<file path="src/rtl/mult_arbiter_if.sv">
// Handshake and multiplier-bus bundle for mult_arbiter.
// The slave modport is the arbiter; master is the requester/multiplier side.
interface mult_arbiter_if #(
    parameter int unsigned N_REQ  = 4,
    parameter int unsigned DATA_W = 8
);
    localparam int unsigned IdW = (N_REQ > 1) ? $clog2(N_REQ) : 1;

    logic                      enable;
    logic [N_REQ-1:0]          req_valid;
    logic [N_REQ*DATA_W-1:0]   req_a;
    logic [N_REQ*DATA_W-1:0]   req_b;
    logic [N_REQ-1:0]          req_ready;
    logic                      mult_enable;
    logic [DATA_W-1:0]         mult_a;
    logic [DATA_W-1:0]         mult_b;
    logic [DATA_W-1:0]         mult_result;
    logic                      resp_valid;
    logic [IdW-1:0]            resp_id;
    logic [DATA_W-1:0]         resp_data;
    logic [1:0]                inflight;

    modport master (
        output enable, req_valid, req_a, req_b, mult_result,
        input  req_ready, mult_enable, mult_a, mult_b, resp_valid, resp_id, resp_data, inflight
    );

    modport slave (
        input  enable, req_valid, req_a, req_b, mult_result,
        output req_ready, mult_enable, mult_a, mult_b, resp_valid, resp_id, resp_data, inflight
    );
endinterface

</file>
<file path="src/rtl/mult_arbiter.sv">
// Round-robin arbiter feeding a shared 2-cycle multiplier, with a 2-stage
// {valid, id} tag pipeline that routes each product back to its requester.
module mult_arbiter #(
    parameter int unsigned N_REQ  = 4,
    parameter int unsigned DATA_W = 8
) (
    input  logic         clk,
    input  logic         reset,
    mult_arbiter_if.slave bus
);
    localparam int unsigned IdW = (N_REQ > 1) ? $clog2(N_REQ) : 1;

    logic [IdW-1:0]   last_grant_q, last_grant_d;
    logic             s1_valid_q, s2_valid_q;
    logic [IdW-1:0]   s1_id_q, s2_id_q;

    logic             active;
    logic             transfer;
    logic             found;
    logic [N_REQ-1:0] grant;
    logic [IdW-1:0]   grant_id;
    int unsigned      idx;

    assign active = bus.enable & ~reset;

    // Search begins one past the last winner so every requester rotates to top priority.
    always_comb begin
        grant    = '0;
        grant_id = '0;
        found    = 1'b0;
        idx      = 0;
        for (int unsigned k = 1; k <= N_REQ; k++) begin
            idx = (32'(last_grant_q) + k) % N_REQ;
            if (!found && bus.req_valid[idx]) begin
                found      = 1'b1;
                grant[idx] = 1'b1;
                grant_id   = IdW'(idx);
            end
        end
    end

    assign transfer        = active & found;
    assign bus.req_ready   = active ? grant : '0;
    assign bus.mult_enable = active;
    assign bus.mult_a      = transfer ? bus.req_a[32'(grant_id)*DATA_W +: DATA_W] : '0;
    assign bus.mult_b      = transfer ? bus.req_b[32'(grant_id)*DATA_W +: DATA_W] : '0;

    always_comb begin
        last_grant_d = last_grant_q;
        if (transfer) begin
            last_grant_d = grant_id;
        end
    end

    // Tag stages advance in lock-step with the multiplier pipeline, frozen by enable.
    always_ff @(posedge clk) begin
        if (reset) begin
            last_grant_q <= IdW'(N_REQ - 1);
            s1_valid_q   <= 1'b0;
            s1_id_q      <= '0;
            s2_valid_q   <= 1'b0;
            s2_id_q      <= '0;
        end else if (bus.enable) begin
            last_grant_q <= last_grant_d;
            s1_valid_q   <= transfer;
            s1_id_q      <= transfer ? grant_id : '0;
            s2_valid_q   <= s1_valid_q;
            s2_id_q      <= s1_id_q;
        end
    end

    assign bus.resp_valid = s2_valid_q & active;
    assign bus.resp_id    = bus.resp_valid ? s2_id_q : '0;
    assign bus.resp_data  = bus.resp_valid ? bus.mult_result : '0;
    assign bus.inflight   = {1'b0, s1_valid_q} + {1'b0, s2_valid_q};
endmodule

</file>
<file path="src/flat_wrapper.sv">
// flat-port wrapper written by rule: the top's interface ports become plain ports
module mult_arbiter_flat 
#(
    parameter int unsigned N_REQ  = 4,
    parameter int unsigned DATA_W = 8
)
  (clk, reset, bus_enable, bus_req_valid, bus_req_a, bus_req_b, bus_mult_result, bus_req_ready, bus_mult_enable, bus_mult_a, bus_mult_b, bus_resp_valid, bus_resp_id, bus_resp_data, bus_inflight);
  mult_arbiter_if #(.N_REQ(N_REQ), .DATA_W(DATA_W)) bus_i ();
  input  logic clk;
  input  logic reset;
  input wire logic [$bits(bus_i.enable)-1:0] bus_enable;
  input wire logic [$bits(bus_i.req_valid)-1:0] bus_req_valid;
  input wire logic [$bits(bus_i.req_a)-1:0] bus_req_a;
  input wire logic [$bits(bus_i.req_b)-1:0] bus_req_b;
  input wire logic [$bits(bus_i.mult_result)-1:0] bus_mult_result;
  output wire logic [$bits(bus_i.req_ready)-1:0] bus_req_ready;
  output wire logic [$bits(bus_i.mult_enable)-1:0] bus_mult_enable;
  output wire logic [$bits(bus_i.mult_a)-1:0] bus_mult_a;
  output wire logic [$bits(bus_i.mult_b)-1:0] bus_mult_b;
  output wire logic [$bits(bus_i.resp_valid)-1:0] bus_resp_valid;
  output wire logic [$bits(bus_i.resp_id)-1:0] bus_resp_id;
  output wire logic [$bits(bus_i.resp_data)-1:0] bus_resp_data;
  output wire logic [$bits(bus_i.inflight)-1:0] bus_inflight;
  assign bus_i.enable = bus_enable;
  assign bus_i.req_valid = bus_req_valid;
  assign bus_i.req_a = bus_req_a;
  assign bus_i.req_b = bus_req_b;
  assign bus_i.mult_result = bus_mult_result;
  assign bus_req_ready = bus_i.req_ready;
  assign bus_mult_enable = bus_i.mult_enable;
  assign bus_mult_a = bus_i.mult_a;
  assign bus_mult_b = bus_i.mult_b;
  assign bus_resp_valid = bus_i.resp_valid;
  assign bus_resp_id = bus_i.resp_id;
  assign bus_resp_data = bus_i.resp_data;
  assign bus_inflight = bus_i.inflight;
  mult_arbiter #(.N_REQ(N_REQ), .DATA_W(DATA_W)) u_core (.clk(clk), .reset(reset), .bus(bus_i));
endmodule
</file>
<file path="config.mk">
export PLATFORM = sky130hd
export DESIGN_NAME = mult_arbiter_flat
export DESIGN_NICKNAME = d
export VERILOG_FILES = /design/src/rtl/mult_arbiter_if.sv /design/src/rtl/mult_arbiter.sv /design/src/flat_wrapper.sv
export SDC_FILE = /design/constraint.sdc
export NUM_CORES = 1
export LEC_CHECK = 0
export ABC_AREA = 1
export BUFFER_PORTS_ARGS = -buffer_cell sky130_fd_sc_hd__buf_4
export CAP_MARGIN = 20
export CORE_MARGIN = 2
export CORE_UTILIZATION = 40
export DETAILED_ROUTE_END_ITERATION = 7
export PLACE_DENSITY = 0.8
export SYNTH_ARGS = -nofsm -noshare
export SYNTH_HDL_FRONTEND = slang
export SYNTH_SLANG_ARGS = --single-unit
</file>
<file path="constraint.sdc">
create_clock -name clk -period 3.5 [get_ports clk]
set_clock_uncertainty 0.2 [all_clocks]
set_input_delay 0.7 -clock clk [delete_from_list [all_inputs] [get_ports clk]]
set_output_delay 0.7 -clock clk [all_outputs]
set_load 0.1 [all_outputs]
</file>
==> metrics <==
worst path cell trace=buf_4 > nand2_1 > nand2_1 > nand2_1 > nand2_2 > nor2_8 > nand4_1 > nand2_8 > inv_4 > nor2_8 > nand2_1 > o21ai_4 > buf_8; Seq cells post-synth=8; final hold vios=0; CP max-delay cell=nand4_1; die area=4765 um^2; boundary pin count=113; post-route insts no fill=484; placed insts=476; share of async-settable or async-resettable flops after synthesis=0; Mapped Cells=313; top area cells in the synthesized netlist=inv_1 16%, nand2_1 16%, dfxtp_1 9.5%; static leakage=0.001705 uW; Yosys warning total=0; Root Buffer=clkbuf_8; mux contribution to synthesized area=0; Layout area overhead=80.40%; actual slew at the worst max-slew pin=328.8 ps; critical path class=in -> out; clock sink count=8; Stages on worst setup path=13; first-pass iteration count of the detailed router=4; Synth Area in Simple Gates=0.4845; Max-Cap Viols=0; die height=69.03 um; Setup TNS Final=0 ps; DP HPWL=4430 um; first-pass GRT wire length=9335 um; largest net degree at the start of global routing=43; Mapped Nets=401; Synth Cell Area=approximately 1700 um^2; CP startpoint=bus_req_valid[1]; clk slew on worst S/H paths=roughly 40 ps; FF-to-FF path depth=13; P per Cell Area=between 900 and 1000 nW/um^2; diodes inserted=0; total power draw=2839 uW; R2R Setup Slk=roughly 1300 ps; min Tclk post-route=~3400 ps; IO Port Bufs=about 110; Synth Area in Adders=0.06657; Critical R2R Launch=u_core.last_grant_q[1]; Compound-Gate Fraction of Synth Area=0.1428; Nets=524; vias per cell=4.851; crit-path most repeated cell=nand2_1; Tcrit/Tclk final=0.9594; max-slew violation count=0; Startpoint Class=input port; initial antenna violation count=0; most common flop cell mapped by yosys=dfxtp_1; Crit path buffers/inverters=3; Detailed Route Iter0 Violations=72; CTS tree=done; syn_area_per_cell=5.405 um^2; Fmax=about 300 MHz; Unique masters post-synth=30; Hold Path Origin=u_core.s1_id_q[1]; Yosys top cell by area=inv_1; crit-path max FO=9; clk_lat worst skew=230 ps; main combinational cell family by area after synthesis=simple AND/OR/NAND/NOR gates; status=complete, no violations; crit-path max cell delay=between 200 and 250 ps; synth cell count leaders=73 x inv_1, 70 x nand2_1, 31 x nand3_1; Critical Path AT=2460 ps; H-tree levels=1; CTS max path bufs=2; sequential area share after synthesis=0.09467; Hold WC Path Type=reg -> reg; most frequent cell after synthesis=inv_1; Routed WL=between 5000 and 6000 um; CTS Buf Count=3; Final GP Congestion=approximately 0.8; layout cells sized above 1=0.4286; DR DRC count=0; Slew HR=0.7791; hold buffer count at cts=0; number of flops mapped to enable cells by yosys=0; total track usage=0.2261; DIE WIDTH=slightly below 70 um; Crit. End Element=output port; Initial Util=0.4199; via count=roughly 2300; Post-Synth XOR/XNOR Area=0; worst hold path depth=2; total grt overflow=0; CORE AREA=4029 um^2; WL/cell=11.46 um; setup violators final=0; delay-heaviest family, CP=simple AND/OR/NAND/NOR gates; vias in the first global route=2184; post-route ant nets=0; required time of the critical path=2600 ps; FP Rows=23; Yosys top cell area share=0.1620; VDD IR max=roughly 670 uV
[cell usage in the layout, fill, tap and decap left out, drive strengths merged]
cell	synthesis	routed
clkbuf	2	3
nor2	29	29
clkinv	1	1
nor3	1	1
o211ai	8	8
nand3	34	34
nand4	18	18
a31oi	1	1
o21ai	14	14
buf	10	130
dfxtp	8	8
a21oi	12	12
clkinvlp	0	1
o21bai	1	1
ha	9	9
nand2	84	84
a22oi	3	3
a211oi	2	2
inv	76	75
[registers in the layout (all words and copies together) (netlist names)]
signal,count
u_core.s1_valid_q,1
u_core.s2_id_q,2
u_core.s1_id_q,2
u_core.last_grant_q,2
u_core.s2_valid_q,1
[power by group]
part | internal (uW) | switching [uW] | leakage [uW]
sequential | 109 | 10.7 | 0.0000659
combinational | 848 | 1760 | 0.00162
clock | 74.6 | 37.7 | 0.0000216
[worst paths after layout]
check,endpoint
worst min register to register,u_core.s1_id_q[1]
worst min-delay path,u_core.s1_id_q[1]
worst max-delay path,bus_mult_a[5]
worst max register to register,u_core.s1_id_q[0]
[through the flow]
stage          hold WS, ps  utilization  area [um^2]  worst slack [ps]
2_1_floorplan        245.7            -         1894            -259.9
3_3_place_gp         257.3       0.7062         2845             69.79
3_5_place_dp         265.4       0.7062         2845             20.45
4_1_cts              271.7       0.7345         2959             85.23
5_1_grt              290.9       0.7575         3052            -34.50
6_report             264.9       0.7575         3052             142.0
[per-layer routing]
layer	part of all wire	track usage	up-vias
li1	-	-	1227
met1	0.39	0.2661	1030
met2	0.52	0.4071	80
met3	0.077	0.05263	11
met4	0.016	0.06100	0
met5	0	0	-
[cell type report]
class,instances,area [um^2]
Multi-Input combinational cell,216,1398
Timing Repair Buffer,130,1089
Fill cell,343,977.2
Inverter,77,300.3
Sequential cell,8,161.4
Tap cell,50,62.56
Clock buffer,3,41.29
[repair_timing]
action	CTS	global route
resized for setup	16	13
pin swaps	1	3
endpoints found under the setup margin	11	16
setup buffers	0	5
[logic make-up after synthesis]
group | Yosys count
AO/OA/AOI/OAI | 41
buffers and inverters | 89
AND/OR/NAND/NOR | 166
adder cells (fa/ha/maj) | 9
flip-flops | 8
[tightest hold or removal path, cell delays in order, from the launching register on]
cell and delay [ps]:
dfxtp_1 300, nand2_1 60, a21oi_1 50
Note: power is estimated with default switching activity, not from simulation.
